`src/rtl/slave_port_if.sv`:
```
// Serial bus between a bus-mux master and a slave_port: transaction control,
// serial address/data toward the slave and serial read data back.
interface slave_port_if;
  logic valid;
  logic rx_address;
  logic rx_data;
  logic write_en;
  logic read_en;
  logic tx_data;
  logic tx_valid;
  logic slave_ready;

  modport master (
    output valid,
    output rx_address,
    output rx_data,
    output write_en,
    output read_en,
    input  tx_data,
    input  tx_valid,
    input  slave_ready
  );

  modport slave (
    input  valid,
    input  rx_address,
    input  rx_data,
    input  write_en,
    input  read_en,
    output tx_data,
    output tx_valid,
    output slave_ready
  );
endinterface

```
`src/rtl/slave_port.sv`:
```
// Serial-to-parallel slave port: collects an LSB-first address (and write data),
// strobes the local memory once, and returns read data serially LSB first.
module slave_port #(
  parameter int ADDR_WIDTH = 12,
  parameter int DATA_WIDTH = 8
) (
  input  logic                  clk,
  input  logic                  rst,
  slave_port_if.slave           bus,
  output logic [ADDR_WIDTH-1:0] mem_addr,
  output logic [DATA_WIDTH-1:0] mem_wdata,
  output logic                  mem_wen,
  output logic                  mem_ren,
  input  logic [DATA_WIDTH-1:0] mem_rdata
);

  localparam int MAX_W = (ADDR_WIDTH > DATA_WIDTH) ? ADDR_WIDTH : DATA_WIDTH;
  localparam int CNT_W = (MAX_W > 1) ? $clog2(MAX_W) : 1;
  localparam logic [CNT_W-1:0] ADDR_LAST = CNT_W'(ADDR_WIDTH - 1);
  localparam logic [CNT_W-1:0] DATA_LAST = CNT_W'(DATA_WIDTH - 1);

  typedef enum logic [2:0] {
    IDLE   = 3'd0,
    ADDR   = 3'd1,
    WDATA  = 3'd2,
    MEM_WR = 3'd3,
    MEM_RD = 3'd4,
    RWAIT  = 3'd5,
    RDATA  = 3'd6
  } state_t;

  state_t                  state_q, state_d;
  logic [CNT_W-1:0]        count_q, count_d;
  logic                    op_wr_q, op_wr_d;
  logic [ADDR_WIDTH-1:0]   mem_addr_q, mem_addr_d;
  logic [DATA_WIDTH-1:0]   mem_wdata_q, mem_wdata_d;
  logic [DATA_WIDTH-1:0]   rdata_q, rdata_d;
  logic                    slave_ready_q, slave_ready_d;
  logic                    mem_wen_q, mem_wen_d;
  logic                    mem_ren_q, mem_ren_d;
  logic                    tx_valid_q, tx_valid_d;
  logic                    tx_data_q, tx_data_d;
  logic [DATA_WIDTH-1:0]   rdata_shift_s;
  logic                    start_s;

  // Next-state, datapath capture and next-cycle output decode
  always_comb begin
    state_d       = state_q;
    count_d       = count_q;
    op_wr_d       = op_wr_q;
    mem_addr_d    = mem_addr_q;
    mem_wdata_d   = mem_wdata_q;
    rdata_d       = rdata_q;
    rdata_shift_s = '0;
    start_s       = bus.valid & (bus.write_en ^ bus.read_en);

    case (state_q)
      IDLE: begin
        if (start_s) begin
          op_wr_d       = bus.write_en;
          mem_addr_d[0] = bus.rx_address;
          count_d       = CNT_W'(1);
          state_d       = ADDR;
        end else begin
          state_d = IDLE;
        end
      end
      ADDR: begin
        if (!bus.valid) begin
          count_d = '0;
          state_d = IDLE;
        end else begin
          for (int i = 0; i < ADDR_WIDTH; i++) begin
            if (count_q == CNT_W'(i)) begin
              mem_addr_d[i] = bus.rx_address;
            end else begin
              mem_addr_d[i] = mem_addr_q[i];
            end
          end
          if (count_q == ADDR_LAST) begin
            count_d = '0;
            state_d = op_wr_q ? WDATA : MEM_RD;
          end else begin
            count_d = count_q + CNT_W'(1);
          end
        end
      end
      WDATA: begin
        if (!bus.valid) begin
          count_d = '0;
          state_d = IDLE;
        end else begin
          for (int i = 0; i < DATA_WIDTH; i++) begin
            if (count_q == CNT_W'(i)) begin
              mem_wdata_d[i] = bus.rx_data;
            end else begin
              mem_wdata_d[i] = mem_wdata_q[i];
            end
          end
          if (count_q == DATA_LAST) begin
            count_d = '0;
            state_d = MEM_WR;
          end else begin
            count_d = count_q + CNT_W'(1);
          end
        end
      end
      MEM_WR: begin
        state_d = IDLE;
      end
      MEM_RD: begin
        state_d = RWAIT;
      end
      RWAIT: begin
        // Memory answers exactly one cycle after the read strobe
        rdata_d = mem_rdata;
        count_d = '0;
        state_d = RDATA;
      end
      RDATA: begin
        if (count_q == DATA_LAST) begin
          count_d = '0;
          state_d = IDLE;
        end else begin
          count_d = count_q + CNT_W'(1);
        end
      end
      default: begin
        count_d = '0;
        state_d = IDLE;
      end
    endcase

    // Handshake outputs depend only on the state being entered, never on inputs
    slave_ready_d = (state_d == IDLE);
    mem_wen_d     = (state_d == MEM_WR);
    mem_ren_d     = (state_d == MEM_RD);
    tx_valid_d    = (state_d == RDATA);
    rdata_shift_s = rdata_d >> count_d;
    tx_data_d     = tx_valid_d & rdata_shift_s[0];
  end

  // State and output registers with synchronous active-low reset
  always_ff @(posedge clk) begin
    if (!rst) begin
      state_q       <= IDLE;
      count_q       <= '0;
      op_wr_q       <= 1'b0;
      mem_addr_q    <= '0;
      mem_wdata_q   <= '0;
      rdata_q       <= '0;
      slave_ready_q <= 1'b1;
      mem_wen_q     <= 1'b0;
      mem_ren_q     <= 1'b0;
      tx_valid_q    <= 1'b0;
      tx_data_q     <= 1'b0;
    end else begin
      state_q       <= state_d;
      count_q       <= count_d;
      op_wr_q       <= op_wr_d;
      mem_addr_q    <= mem_addr_d;
      mem_wdata_q   <= mem_wdata_d;
      rdata_q       <= rdata_d;
      slave_ready_q <= slave_ready_d;
      mem_wen_q     <= mem_wen_d;
      mem_ren_q     <= mem_ren_d;
      tx_valid_q    <= tx_valid_d;
      tx_data_q     <= tx_data_d;
    end
  end

  assign bus.slave_ready = slave_ready_q;
  assign bus.tx_valid    = tx_valid_q;
  assign bus.tx_data     = tx_data_q;
  assign mem_addr        = mem_addr_q;
  assign mem_wdata       = mem_wdata_q;
  assign mem_wen         = mem_wen_q;
  assign mem_ren         = mem_ren_q;

endmodule

```
`src/flat_wrapper.sv`:
```
// flat-port wrapper written by rule: the top's interface ports become plain ports
module slave_port_flat 
#(
  parameter int ADDR_WIDTH = 12,
  parameter int DATA_WIDTH = 8
)
  (clk, rst, mem_addr, mem_wdata, mem_wen, mem_ren, mem_rdata, bus_valid, bus_rx_address, bus_rx_data, bus_write_en, bus_read_en, bus_tx_data, bus_tx_valid, bus_slave_ready);
  slave_port_if bus_i ();
  input  logic clk;
  input  logic rst;
  output logic [ADDR_WIDTH-1:0] mem_addr;
  output logic [DATA_WIDTH-1:0] mem_wdata;
  output logic mem_wen;
  output logic mem_ren;
  input  logic [DATA_WIDTH-1:0] mem_rdata;
  input wire logic [$bits(bus_i.valid)-1:0] bus_valid;
  input wire logic [$bits(bus_i.rx_address)-1:0] bus_rx_address;
  input wire logic [$bits(bus_i.rx_data)-1:0] bus_rx_data;
  input wire logic [$bits(bus_i.write_en)-1:0] bus_write_en;
  input wire logic [$bits(bus_i.read_en)-1:0] bus_read_en;
  output wire logic [$bits(bus_i.tx_data)-1:0] bus_tx_data;
  output wire logic [$bits(bus_i.tx_valid)-1:0] bus_tx_valid;
  output wire logic [$bits(bus_i.slave_ready)-1:0] bus_slave_ready;
  assign bus_i.valid = bus_valid;
  assign bus_i.rx_address = bus_rx_address;
  assign bus_i.rx_data = bus_rx_data;
  assign bus_i.write_en = bus_write_en;
  assign bus_i.read_en = bus_read_en;
  assign bus_tx_data = bus_i.tx_data;
  assign bus_tx_valid = bus_i.tx_valid;
  assign bus_slave_ready = bus_i.slave_ready;
  slave_port #(.ADDR_WIDTH(ADDR_WIDTH), .DATA_WIDTH(DATA_WIDTH)) u_core (.clk(clk), .rst(rst), .bus(bus_i), .mem_addr(mem_addr), .mem_wdata(mem_wdata), .mem_wen(mem_wen), .mem_ren(mem_ren), .mem_rdata(mem_rdata));
endmodule
```
`config.mk`:
```
export PLATFORM = sky130hd
export DESIGN_NAME = slave_port_flat
export DESIGN_NICKNAME = d
export VERILOG_FILES = /design/src/rtl/slave_port_if.sv /design/src/rtl/slave_port.sv /design/src/flat_wrapper.sv
export SDC_FILE = /design/constraint.sdc
export NUM_CORES = 1
export LEC_CHECK = 0
export ABC_AREA = 1
export CAP_MARGIN = 20
export CORE_MARGIN = 10
export CORE_UTILIZATION = 25
export DETAILED_ROUTE_END_ITERATION = 8
export PLACE_DENSITY = 0.47
export SYNTH_ARGS = -nofsm -noshare
export SYNTH_HDL_FRONTEND = slang
export SYNTH_SLANG_ARGS = --single-unit
```
`constraint.sdc`:
```
create_clock -name clk -period 3.1 [get_ports clk]
set_clock_uncertainty 0.15 [all_clocks]
set_input_delay 0.465 -clock clk [delete_from_list [all_inputs] [get_ports clk]]
set_output_delay 0.465 -clock clk [all_outputs]
set_load 0.02 [all_outputs]
```
# Word level (Yosys, flattened, before mapping)

Index checks and enable logic that the tools add are counted.

Register bits: 41
Input port bits: 15
Output and inout bits: 25
Word-level logic and storage cells: 102

Add/subtract/negate cells: 1
Equal/unequal tests: 23
Shifts and indexed selects: 1
Muxes and demuxes: 19
Bitwise gates (word level): 3
Reduce and logical (&&, ||, !) cells: 26

Operators by type and width:

| cell                                                                  | number |
|---|---|
| 3-bit AND reduction                                                   | 19 |
| 4-bit two-way mux                                                     | 5 |
| 4-bit one-hot mux with 5 select lines                                 | 1 |
| 3-bit two-way mux                                                     | 6 |
| 3-bit one-hot mux with 6 select lines                                 | 1 |
| 4-bit by 3-bit equality test with 1-bit output, second input constant | 4 |
| 4-bit equality test, second input constant                            | 4 |
| 3-bit equality test, second input constant                            | 5 |
| 3-bit by 2-bit equality test with 1-bit output, second input constant | 3 |
| 4-bit by 2-bit equality test with 1-bit output, second input constant | 2 |
| 8-bit two-way mux                                                     | 1 |
| 8-bit by 4-bit right shift with 1-bit output                          | 1 |
| 3-bit logical NOT                                                     | 2 |
| 4-bit by 1-bit adder with 4-bit output, second input constant         | 1 |
| 4-bit by 1-bit equality test with 1-bit output, second input constant | 1 |
| 4-bit logical NOT                                                     | 1 |
| 1-bit two-way mux                                                     | 4 |
| 2-bit by 1-bit != test with 1-bit output, second input constant       | 2 |
| 4-bit AND reduction                                                   | 1 |
| 3-bit by 1-bit equality test with 1-bit output, second input constant | 1 |
| 1-bit AND                                                             | 2 |
| 2-bit != test, second input constant                                  | 1 |
| 1-bit one-hot mux with 2 select lines                                 | 1 |
| 2-bit AND reduction                                                   | 1 |
| 3 further kinds                                                       | 3 |

# Logic depth before layout (Yosys ltp)

Gate-level depths: netlist (run 1).

Word-level depth: 6
Depth in mapped cells: 13

# Least setup slack after synthesis (run 1)

OpenSTA, ideal clock, no wires.

Path kind: register -> register
From: register u_core.count_q[0]
To: register u_core.tx_data_q (netlist: u_core.bus.tx_data)
Setup time: 0.064 ns
Arrival: 1.452 ns
Path slack: 1.434 ns
Stages on the path, launching flop included: 14
Buffers on the path: 0
Clock period less this slack: 1.666 ns
Cells stage by stage: dfxtp_1 -> ha_1 -> inv_1 -> nor2_1 -> nor2_1 -> nor2_1 -> nand2_2 -> nand2_2 -> nand2_1 -> nand3_1 -> nand2_1 -> nand2_1 -> nand2_1 -> nor2_1

Cells in the longest elaborated chain, start to end: 6
Elaborated cells between the ends (all ways): 18
Those cells by class: 1 x add/sub; 3 x eq/ne; 1 x shift; 12 x mux; 1 x bitwise

RTL lines:

| item                                                                                           | RTL line                                               | RTL |
|---|---|---|
| start: declaration                                                                             | slave_port.sv:33                                       | `logic [CNT_W-1:0] count_q, count_d;` |
| start signal: assignment                                                                       | slave_port.sv:159                                      | `count_q <= count_d;` |
| 4-bit by 1-bit adder with 4-bit output, or another cell as far along                           | slave_port.sv:84, slave_port.sv:104, slave_port.sv:125 |  |
| 4-bit two-way mux, or another cell as far along                                                | slave_port.sv:100, slave_port.sv:121                   |  |
| 4-bit two-way mux, or another cell as far along                                                | slave_port.sv:89                                       | `if (!bus.valid) begin` |
| 4-bit one-hot mux with 5 select lines or 3-bit one-hot mux with 6 select lines (tied branches) | slave_port.sv:57                                       | `case (state_q)` |
| 8-bit by 4-bit right shift with 1-bit output or 3-bit equality test (tied branches)            | slave_port.sv:139, slave_port.sv:138                   |  |
| 1-bit AND (*)                                                                                  | slave_port.sv:140                                      | `tx_data_d = tx_valid_d & rdata_shift_s[0];` |
| end signal: assignment                                                                         | slave_port.sv:168                                      | `tx_data_q <= tx_data_d;` |
| end: declaration                                                                               | slave_port.sv:42                                       | `logic tx_data_q, tx_data_d;` |

Mark *: on every way between the ends. The rest lies on a longest branch, timed or not.
A chain may end at the register's enable or synchronous reset.

# Final worst setup path (run 1)

From: input port bus_valid
To: register u_core.tx_data_q (netlist: u_core.bus.tx_data)

Cells in the longest elaborated chain, start to end: 5
Elaborated cells between the ends (all ways): 12
Those cells by class: 1 x eq/ne; 1 x shift; 8 x mux; 2 x bitwise

RTL lines:

| item                                                                                           | RTL line                             | RTL |
|---|---|---|
| start: declaration                                                                             | flat_wrapper.sv:16                   | `input wire logic [$bits(bus_i.valid)-1:0] bus_valid;` |
| 1-bit AND                                                                                      | slave_port.sv:55                     | `start_s = bus.valid & (bus.write_en ^ bus.read_en);` |
| 4-bit two-way mux or 1-bit two-way mux (tied branches)                                         | slave_port.sv:59                     | `if (start_s) begin` |
| 4-bit one-hot mux with 5 select lines or 3-bit one-hot mux with 6 select lines (tied branches) | slave_port.sv:57                     |  |
| 8-bit by 4-bit right shift with 1-bit output or 3-bit equality test (tied branches)            | slave_port.sv:139, slave_port.sv:138 |  |
| 1-bit AND (*)                                                                                  | slave_port.sv:140                    |  |

Marked as above.

==> qor.txt, run 1 <==
Outcome = finished clean
Slew @ Worst Pin = 462 ps
Top cell type's share of synthesized area = 0.424
Layout cells sized above 1 = 0.0909
Total power draw = 1.02 mW
Most frequent cell after synthesis = dfxtp_1
GRT Total Usage = 0.0937
Die Footprint = 11,700 um2
Fin area = 2540 um2
CTS tree = yes
Area grow syn2layout = 31.4%
Buf+Inv Stages, Crit Path = 1
Met2 Use GR = 0.153
CP peak stage delay = 570 ps
Ports = 40
Pwr per Cell Area = 400 nW/um2
Overflow after GRT = 0
Most frequent CP cell = nand2_1
Routed Antenna Nets = 0
Final worst slack = 949 ps
Vias per inst = 4.50
Critical Path End Type = flip-flop
Setup TNS Final = 0 ps
Crit path max-delay cell type = clkdlybuf4s50_1
CP Cell Sequence = clkdlybuf4s50_1 -> nand3_2 -> nor2_1 -> nor2_1 -> nand2_2 -> nand2_2 -> nand2_1 -> nand3_1 -> nand2_1 -> nand2_1 -> nand2_1 -> nor2_1
First-pass GRT wire length = 8890 um
Startpoint types = input port
Clock Latency Late Sink = 280 ps
Minimum clock period after layout = 2150 ps
Final core occ = 0.334
Clock tree buffer depth = 2
Hold Buf Count CTS = 0
Drt first pass iters = 4
Asr flop ratio synth = 0
RSZ-0062 raised after global routing = no
Multi-input logic area = 910 um2
Top cells by count, synth = 41 x dfxtp_1, 39 x inv_1, 34 x nor2_1, 29 x nand2_1, 17 x nor3_1
Slew margin rel. = 0.691
Final hold viol count = 0
Busiest layer in global routing = met2
Number of global-route vias before repair = 1,838
Total CTS buffers = 5
Final wirelength = 5340 um
Die W = 108 um
Leakage power = 1.01 nW
Crit path max fanout = 14
Reg clk slew, reported paths = 80 ps
Hold slack = 300 ps
DR DRC count = 0
Post-Syn Area = 1930 um2
Leading area contributor after synthesis = dfxtp_1
Dpl cells = 402
Largest net degree at the start of global routing = 18
Row count = 32
Top_reg_cell synth = dfxtp_1
Post-synth EDFFs = 0
Crit Path Category = input port to flip-flop
FF+latch count, synth = 41
Initial Util = 0.254
Mapped Nets = 285
Vias = 1,843
Req. time, crit path = 3130 ps
Met3 usage = 0.0226
Peak Freq = 465 MHz
Final layout net count = 326
Critical path arrival = 2180 ps
Final cell count without fillers = 410
Core area = 7610 um2
Setup violations, final = 0
Port Buffers = 39
Largest cells by area after synthesis = dfxtp_1 42%, inv_1 7.6%, nor2_1 6.6%
Post-DP Area = 2440 um2
CTS H-Tree Depth = 2
DIE HEIGHT = 108 um
Cell family with most CP delay = simple AND/OR/NAND/NOR gates
Clk root buf = clkbuf_8
Routed len/inst = 13.0 um
Max-slew violation total from the final report = 0
Initial DRC count = 79
Post_cts resized = 0
Antenna violations before repair = 0
Sequential share of the synthesized area = 0.424
Register area = 821 um2
YS warnings = 0
Ant. Diodes = 0
Final period util = 0.694
Count of different cell masters after synthesis = 30
Fillers = 856
Clock sink count = 41
Setup slack at placement = 646 ps
# Post-CTS Setup Buffers = 0
HPWL Detailed = 4160 um
Max Cap Viol = 0
Max IR drop VDD = 0.209 mV
Cells after Synth = 266
Met1 Resource Use GR = 0.121
Post-synthesis area per instance = 7.27 um2
Final RePlAce weighted congestion = 0.817
HP Class = flip-flop to flip-flop
## registers in the layout, summed over array words and instances, names as in the netlist
name / count
u_core.bus.tx_valid: 1
u_core.mem_addr: 12
u_core.bus.tx_data: 1
u_core.state_q: 3
u_core.mem_wen: 1
u_core.mem_ren: 1
u_core.bus.slave_ready: 1
u_core.op_wr_q: 1
u_core.rdata_q: 8
u_core.count_q: 4
u_core.mem_wdata: 8
## cells by family (layout without fill, tap and decap cells)
group | count (synthesis) | count (layout) | synth area share
flops | 41 | 41 | 0.424
compound gates | 48 | 48 | 0.153
fa+ha+maj | 4 | 4 | 0.0259
buf+inv | 54 | 96 | 0.105
simple gates | 118 | 118 | 0.287
xor+xnor | 1 | 1 | 0.00453
## area by class of cell
type,instances,share of cell area
Timing Repair Buffer,41,0.160
Clock inverter,1,0.00197
Tap cell,102,0.0502
Multi-Input combinational cell,171,0.358
Inverter,47,0.0694
Clock buffer,7,0.0379
Sequential cell,41,0.323
## power by group
group,internal (mW),switching (mW)
combinational,0.0369,0.0574
clock,0.201,0.182
sequential,0.532,0.00671
total,0.770,0.246
## placed cells by master (no fill, tap or decap), drive strengths merged, types with 2 or more instances in the layout
cell / n
ha: 4
dfxtp: 41
clkbuf: 7
o21ai: 14
clkinv: 2
a211oi: 2
nor2: 37
a21oi: 9
nor4: 15
a31oi: 14
nor3: 17
o21a: 4
clkdlybuf4s50: 39
buf: 2
nand3: 16
nand2: 32
inv: 46
## worst paths after layout
path                              startpoint                         endpoint  slack, ps  cells past startpoint
min          u_core.mem_addr[0]$_SDFFE_PN0P_  u_core.mem_addr[0]$_SDFFE_PN0P_        300                      2
min reg2reg  u_core.mem_addr[0]$_SDFFE_PN0P_  u_core.mem_addr[0]$_SDFFE_PN0P_        300                      2
max reg2reg     u_core.state_q[2]$_SDFF_PN0_    u_core.bus.tx_data$_SDFF_PN0_       1160                     12
max                                bus_valid    u_core.bus.tx_data$_SDFF_PN0_        950                     12
## metal layers
metal  wire length [um]  vias up
met5                  0        -
met4                 32        0
met3                235        2
met2               2440       45
met1               2630      822
li1                   -      974
## worst reg2reg max path, delay by kind of cell (launching register included)
kind / cells / cell delay [ps]
flip-flops: 1 / 380
AND/OR/NAND/NOR: 12 / 1310
No activity file was read; power rests on OpenSTA's default activity.
==> run 2, diff against run 1 <==
PLACE_DENSITY = 0.48   (was 0.47)
clock period = 1.75 ns   (was 3.1 ns; I/O delays follow)
==> run 2 against run 1 <==
Utilization increased by 6.7 points. Die area unchanged. Power increased by 78%. Hold slack improved by 0.65 ps. Count of clock-buffer cells in the layout decreased by 1. Sequential power increased by 77%. Register-to-register slack got worse by 1100 ps. Global-route usage increased by 0.37 points. Via count increased by 9.7%. Critical path type is now flip-flop to flip-flop. Clock power increased by 58%. Largest cell class unchanged.
==> qor.txt, run 2 (same netlist as run 1, synthesis figures left out) <==
Outcome = finished clean
CTS tree = yes
Max Cap Viol = 0 (unchanged)
First-pass GRT wire length = 9290 um (+4.5%)
R2R depth = 8 (-4)
Crit Path Category = flip-flop to flip-flop
Layout cells sized above 1 = 0.291 (+0.201)
RSZ-0062 raised after global routing = yes
Comb power frac = 0.136 (+0.043)
DIE HEIGHT = 108 um (unchanged)
Most frequent cells in the layout = 39 x buf_4, 38 x clkdlybuf4s50_1, 35 x inv_1, 35 x dfxtp_1
Clk root buf = clkbuf_8
Worst Hold Launch = u_core.mem_wdata[7]$_SDFFE_PN0P_
Routed Antenna Nets = 0 (unchanged)
HPWL Detailed = 4310 um (+3.7%)
Area grow syn2layout = 57.6%
Critical path arrival = 1760 ps (-420 ps)
Startpoint types = flip-flop
DR DRC count = 0 (unchanged)
Ports = 40 (unchanged)
Req. time, crit path = 1800 ps (-1330 ps)
RR Endpoint = u_core.bus.tx_data$_SDFF_PN0_
Reg2reg start = u_core.count_q[0]$_SDFF_PN0_
Clock sink count = 41 (unchanged)
Leakage power = 1.25 nW (+23%)
CP peak stage delay = 370 ps (-200 ps)
Setup violations, final = 0 (unchanged)
Overflow after GRT = 0 (unchanged)
Port Buffers = 39 (unchanged)
Critical Path End Type = flip-flop
Commonest non-fill, non-tap cell in the layout = buf_4
Hold Buf Count CTS = 0 (unchanged)
CTS H-Tree Depth = 2 (unchanged)
Initial Util = 0.254 (unchanged)
Minimum clock period after layout = 1710 ps
Antenna violations before repair = 0 (unchanged)
Core area = 7610 um2 (unchanged)
CP Cell Sequence = buf_6 -> inv_1 -> ha_1 -> a21boi_4 -> a21oi_2 -> nand3_1 -> a21oi_1 -> nor2_1
Final period util = 0.978
Final hold viol count = 0 (unchanged)
Row count = 32 (unchanged)
Initial DRC count = 82 (+3.8%)
Buf+Inv Stages, Crit Path = 2 (+1)
HP Class = flip-flop to flip-flop
Reg clk slew, reported paths = 80 ps (about the same)
Die Footprint = 11,700 um2 (unchanged)
Max-slew violation total from the final report = 0 (unchanged)
Slew margin rel. = 0.710 (+0.0186)
Crit path max-delay cell type = dfxtp_4
Total CTS buffers = 5 (unchanged)
Slew @ Worst Pin = 434 ps (-28.1 ps)
Fillers = 795 (-7.1%)
Routed len/inst = 12.7 um (-2.4%)
GRT Total Usage = 0.0973 (+0.00368)
Switching Fraction = 0.260 (+0.0177)
Final worst slack = 39.3 ps (-910 ps)
Crit path max fanout = 4 (-10)
Setup TNS Final = 0 ps (unchanged)
Final layout net count = 368 (+13%)
Largest net degree at the start of global routing = 36 (+18)
Vias per inst = 4.47 (-0.48%)
Total power draw = 1.80 mW (+78%)
Ant. Diodes = 0 (unchanged)
P_int = 1.34 mW (+73%)
Power share of the clock group = 0.336 (-0.041)
Reg2reg setup slack = 40 ps (-1120 ps)
Hold Path Depth = 2 (unchanged)
Psw = 468 uW (+91%)
Hold Path Sink = u_core.mem_wdata[7]$_SDFFE_PN0P_
Vias = 2,022 (+9.7%)
Drt first pass iters = 4 (unchanged)
Max reg flops = 12 (unchanged)
Final wirelength = 5740 um (+7.6%)
Number of global-route vias before repair = 1,998 (+8.7%)
Pwr per Cell Area = 592 nW/um2 (+48%)
Register share of total power = 0.528 (-0.002)
Max IR drop VDD = 0.317 mV (+52%)
Cell family with most CP delay = compound AO/OA/AOI/OAI gates
Setup slack at placement = -426 ps (-1070 ps)
Clock tree buffer depth = 2 (unchanged)
Final RePlAce weighted congestion = 0.825 (+0.98%)
Clock Latency Late Sink = 290 ps (about the same)
Peak Freq = 585 MHz
Die W = 108 um (unchanged)
==> run 2: layout make-up <==
class / count / area (um2) / area share
Multi-Input combinational cell: 171 / 1050 / 0.345
Inverter: 47 / 181 / 0.0595
Timing Repair Buffer: 83 / 768 / 0.252
Clock buffer: 6 / 72.6 / 0.0238
Clock inverter: 2 / 10.0 / 0.00328
Tap cell: 102 / 128 / 0.0419
Sequential cell: 41 / 836 / 0.274
==> run 2: how the worst max path moves through the flow <==
stage                                 startpoint  slack, ps  cells after the start                             to
CTS                 u_core.count_q[0]$_SDFF_PN0_          3                     13  u_core.bus.tx_data$_SDFF_PN0_
global route        u_core.count_q[1]$_SDFF_PN0_       -100                     13  u_core.bus.tx_data$_SDFF_PN0_
global placement                       bus_valid       -340                     12  u_core.bus.tx_data$_SDFF_PN0_
detailed placement                     bus_valid       -430                     10  u_core.bus.tx_data$_SDFF_PN0_
finish              u_core.count_q[0]$_SDFF_PN0_         40                      8  u_core.bus.tx_data$_SDFF_PN0_
floorplan           u_core.count_q[0]$_SDFF_PN0_         80                     13  u_core.bus.tx_data$_SDFF_PN0_
==> run 2: through the flow <==
stage,instance area [um2],hold slack [ps],cells,util
after CTS,2900,307,451,0.381
after global routing,3050,331,452,0.401
after detailed placement,2780,294,442,0.365
final,3050,301,452,0.401
after global placement,2780,286,442,0.365
after floorplan,1930,237,266,-
==> run 2: power by group through the flow <==
stage	Clock, mW	Sequential (mW)	Combinational, mW
after floorplan	0	0.979	0.0858
after global placement	0	0.973	0.219
after detailed placement	0	0.973	0.220
after CTS	0.635	0.953	0.225
after global routing	0.659	0.955	0.265
final	0.606	0.953	0.245
==> run 2: routing by layer <==
layer,global-route usage,share of wire
met1,0.116,0.45
met5,0,0
met2,0.167,0.48
met4,0.0324,0.017
met3,0.0232,0.050
==> run 2: repair_timing <==
item / 4_1_cts / 5_1_grt
pin swaps: 3 / 14
buffers inserted: 1 / 1
setup endpoints to repair: 6 / 10
resized for setup: 13 / 39
==> run 2: worst reg2reg max path: stages (launching register included) <==
cell,delay [ps]
dfxtp_4,370
buf_6,110
inv_1,50
ha_1,290
a21boi_4,150
a21oi_2,170
nand3_1,110
a21oi_1,160
nor2_1,50
==> run 3, diff against run 2 <==
CORE_UTILIZATION = 45   (was 25)
PLACE_DENSITY = 0.76   (was 0.48)
==> run 3 against run 2 <==
Maximum frequency is 2.5% lower. Utilization increased by 33 points. Flip-flop and latch count unchanged. Clock power is 0.8% lower. The run now ends with negative setup slack left. Combinational power down 2%. Cell count decreased by 12%. Sequential power about the same.
==> qor.txt, run 3 (same netlist as run 1, synthesis figures left out) <==
Layout cells sized above 1 = 0.286 (-0.00530)
Clk root buf = clkbuf_8
Final RePlAce weighted congestion = 0.853 (+3.4%)
Overflow after GRT = 0 (unchanged)
Die W = 85.6 um (-21%)
Violated checks = negative setup slack
Final worst slack = -3.96 ps (-43.3 ps)
Crit path max fanout = 5 (+1)
Critical Path End Type = flip-flop
Die Footprint = 7320 um2 (-37%)
Final wirelength = 5800 um (+0.98%)
Routed Antenna Nets = 0 (unchanged)
Hold Path Sink = u_core.mem_wdata[7]$_SDFFE_PN0P_
Slew margin rel. = 0.698 (-0.0120)
CP peak stage delay = 450 ps (+80 ps)
First-pass GRT wire length = 8960 um (-3.6%)
P_int = 1.33 mW (-0.14%)
CP Cell Sequence = clkdlybuf4s50_1 -> nor2_1 -> nor2_2 -> a21oi_1 -> nand2_4 -> nand2_4 -> nand2_2 -> nand3_2 -> nand2_1 -> nand2_1 -> nand2_1 -> nor2_1
Outcome = complete, but fails checks
Max-slew violation total from the final report = 0 (unchanged)
Vias per inst = 5.28 (+18%)
Setup violations, final = 1 (+1)
Vias = 2,091 (+3.4%)
Most frequent cells in the layout = 38 x clkdlybuf4s50_1, 36 x buf_4, 35 x inv_1, 35 x dfxtp_1, 25 x nor2_1
Clock tree buffer depth = 2 (unchanged)
Slew @ Worst Pin = 452 ps (+18.1 ps)
Hold Path Depth = 2 (unchanged)
Max Cap Viol = 0 (unchanged)
Largest net degree at the start of global routing = 28 (-22%)
CTS H-Tree Depth = 2 (unchanged)
Hold slack = 299 ps (-1.82 ps)
Initial DRC count = 107 (+30%)
RSZ-0062 raised after global routing = yes
Max reg flops = 12 (unchanged)
Final cell count without fillers = 396 (-12%)
Ports = 40 (unchanged)
Final core occ = 0.727 (+0.327)
Commonest non-fill, non-tap cell in the layout = clkdlybuf4s50_1
Worst Hold Launch = u_core.mem_wdata[7]$_SDFFE_PN0P_
R2R depth = 10 (+2)
Switching Fraction = 0.257 (-0.00301)
Final period util = 1.00 (+0.0247)
CTS tree = yes
Final layout net count = 364 (-1.1%)
Register area = 836 um2 (unchanged)
Psw = 460 uW (-1.7%)
Crit path max-delay cell type = clkdlybuf4s50_1
Max IR drop VDD = 0.647 mV (+100%)
Power share of the clock group = 0.335 (about the same)
GRT Total Usage = 0.144 (+0.0466)
Port Buffers = 39 (unchanged)
Initial Util = 0.473 (+0.219)
Total CTS buffers = 5 (unchanged)
Drt first pass iters = 4 (unchanged)
HPWL Detailed = 4040 um (-6.2%)
Routed len/inst = 14.6 um (+15%)
HP Class = flip-flop to flip-flop
Clock sink count = 41 (unchanged)
Antenna violations before repair = 0 (unchanged)
RR Endpoint = u_core.mem_wen$_SDFF_PN0_
Peak Freq = 570 MHz (-2.5%)
Register share of total power = 0.531 (+0.003)
Row count = 23 (-28%)
Req. time, crit path = 1830 ps (+30 ps)
Setup TNS Final = -3.96 ps (-3.96 ps)
Setup slack at placement = -316 ps (+109 ps)
Dpl cells = 381 (-14%)
Startpoint types = input port
Final hold viol count = 0 (unchanged)
Number of global-route vias before repair = 2,033 (+1.8%)
Crit Path Category = input port to flip-flop
Leakage power = 1.24 nW (-0.84%)
Multi-input logic area = 1080 um2 (+2.3%)
Critical path arrival = 1840 ps (+80 ps)
Core area = 4090 um2 (-46%)
Ant. Diodes = 0 (unchanged)
Most frequent CP cell = nand2_1
Fillers = 327 (-59%)
Area grow syn2layout = 53.7%
DIE HEIGHT = 85.6 um (-21%)
Comb power frac = 0.134 (-0.002)
Reg clk slew, reported paths = 70 ps (about the same)
Clock Latency Late Sink = 300 ps (about the same)
Reg2reg setup slack = -4 ps (-40 ps)
Minimum clock period after layout = 1750 ps (+43.3 ps)
Reg2reg start = u_core.count_q[1]$_SDFF_PN0_
DR DRC count = 0 (unchanged)
Pwr per Cell Area = 603 nW/um2 (+2.0%)
## run 3: cell count changes in the layout (fill, tap and decap cells not counted), sizes merged
cell,before,now
clkbuf,6,8
buf,44,40
clkinv,3,1
## run 3: layout make-up
type                       count  share of cell area
clock buffer                   8              0.0269
multi-input combinational    171               0.362
sequential                    41               0.281
inverter                      47              0.0619
timing repair buffer          79               0.247
tap                           50              0.0210
## run 3: metal layers
layer / global-route usage / routed length [um] / vias to the layer above
met3: 0.0492 / 404 / 10
met4: 0.0509 / 102 / 0
li1: - / - / 1048
met1: 0.161 / 2380 / 969
met5: 0 / 0 / -
met2: 0.248 / 2910 / 64
## run 3: what timing repair did
action	4_1_cts	5_1_grt
setup endpoints to repair	4	7
resized for setup	16	43
buffers inserted	0	7
hold buffers	0	0
pin swaps	3	16
## run 3: worst max-delay path, delay by kind of cell
| family | cells | cell delay, ps |
|---|---|---|
| and+or+nand+nor | 10 | 880 |
| buffers and inverters | 1 | 450 |
| AOI/OAI and AO/OA | 1 | 250 |
## run 3: how the worst max path moves through the flow
stage	slack, ps	end	startpoint
after floorplan	80	u_core.bus.tx_data$_SDFF_PN0_	u_core.count_q[0]$_SDFF_PN0_
after global placement	-240	u_core.bus.tx_data$_SDFF_PN0_	bus_valid
after detailed placement	-320	u_core.bus.tx_data$_SDFF_PN0_	bus_valid
after CTS	2	u_core.bus.tx_data$_SDFF_PN0_	u_core.count_q[0]$_SDFF_PN0_
after global routing	-110	u_core.bus.tx_data$_SDFF_PN0_	u_core.count_q[1]$_SDFF_PN0_
final	-4	u_core.bus.tx_data$_SDFF_PN0_	bus_write_en
## run 3: through the flow
step	instance area (um2)	power (mW)
2_1_floorplan	1930	1.07
3_3_place_gp	2650	1.18
3_5_place_dp	2650	1.18
4_1_cts	2770	1.77
5_1_grt	2970	1.86
6_report	2970	1.79
## run 3: power groups by stage
| stage | logic (mW) | clock network, mW | registers, mW |
|---|---|---|---|
| finish | 0.241 | 0.601 | 0.953 |
| global route | 0.258 | 0.652 | 0.953 |
| CTS | 0.213 | 0.602 | 0.954 |
| detailed placement | 0.207 | 0 | 0.973 |
| global placement | 0.204 | 0 | 0.973 |
| floorplan | 0.0858 | 0 | 0.979 |
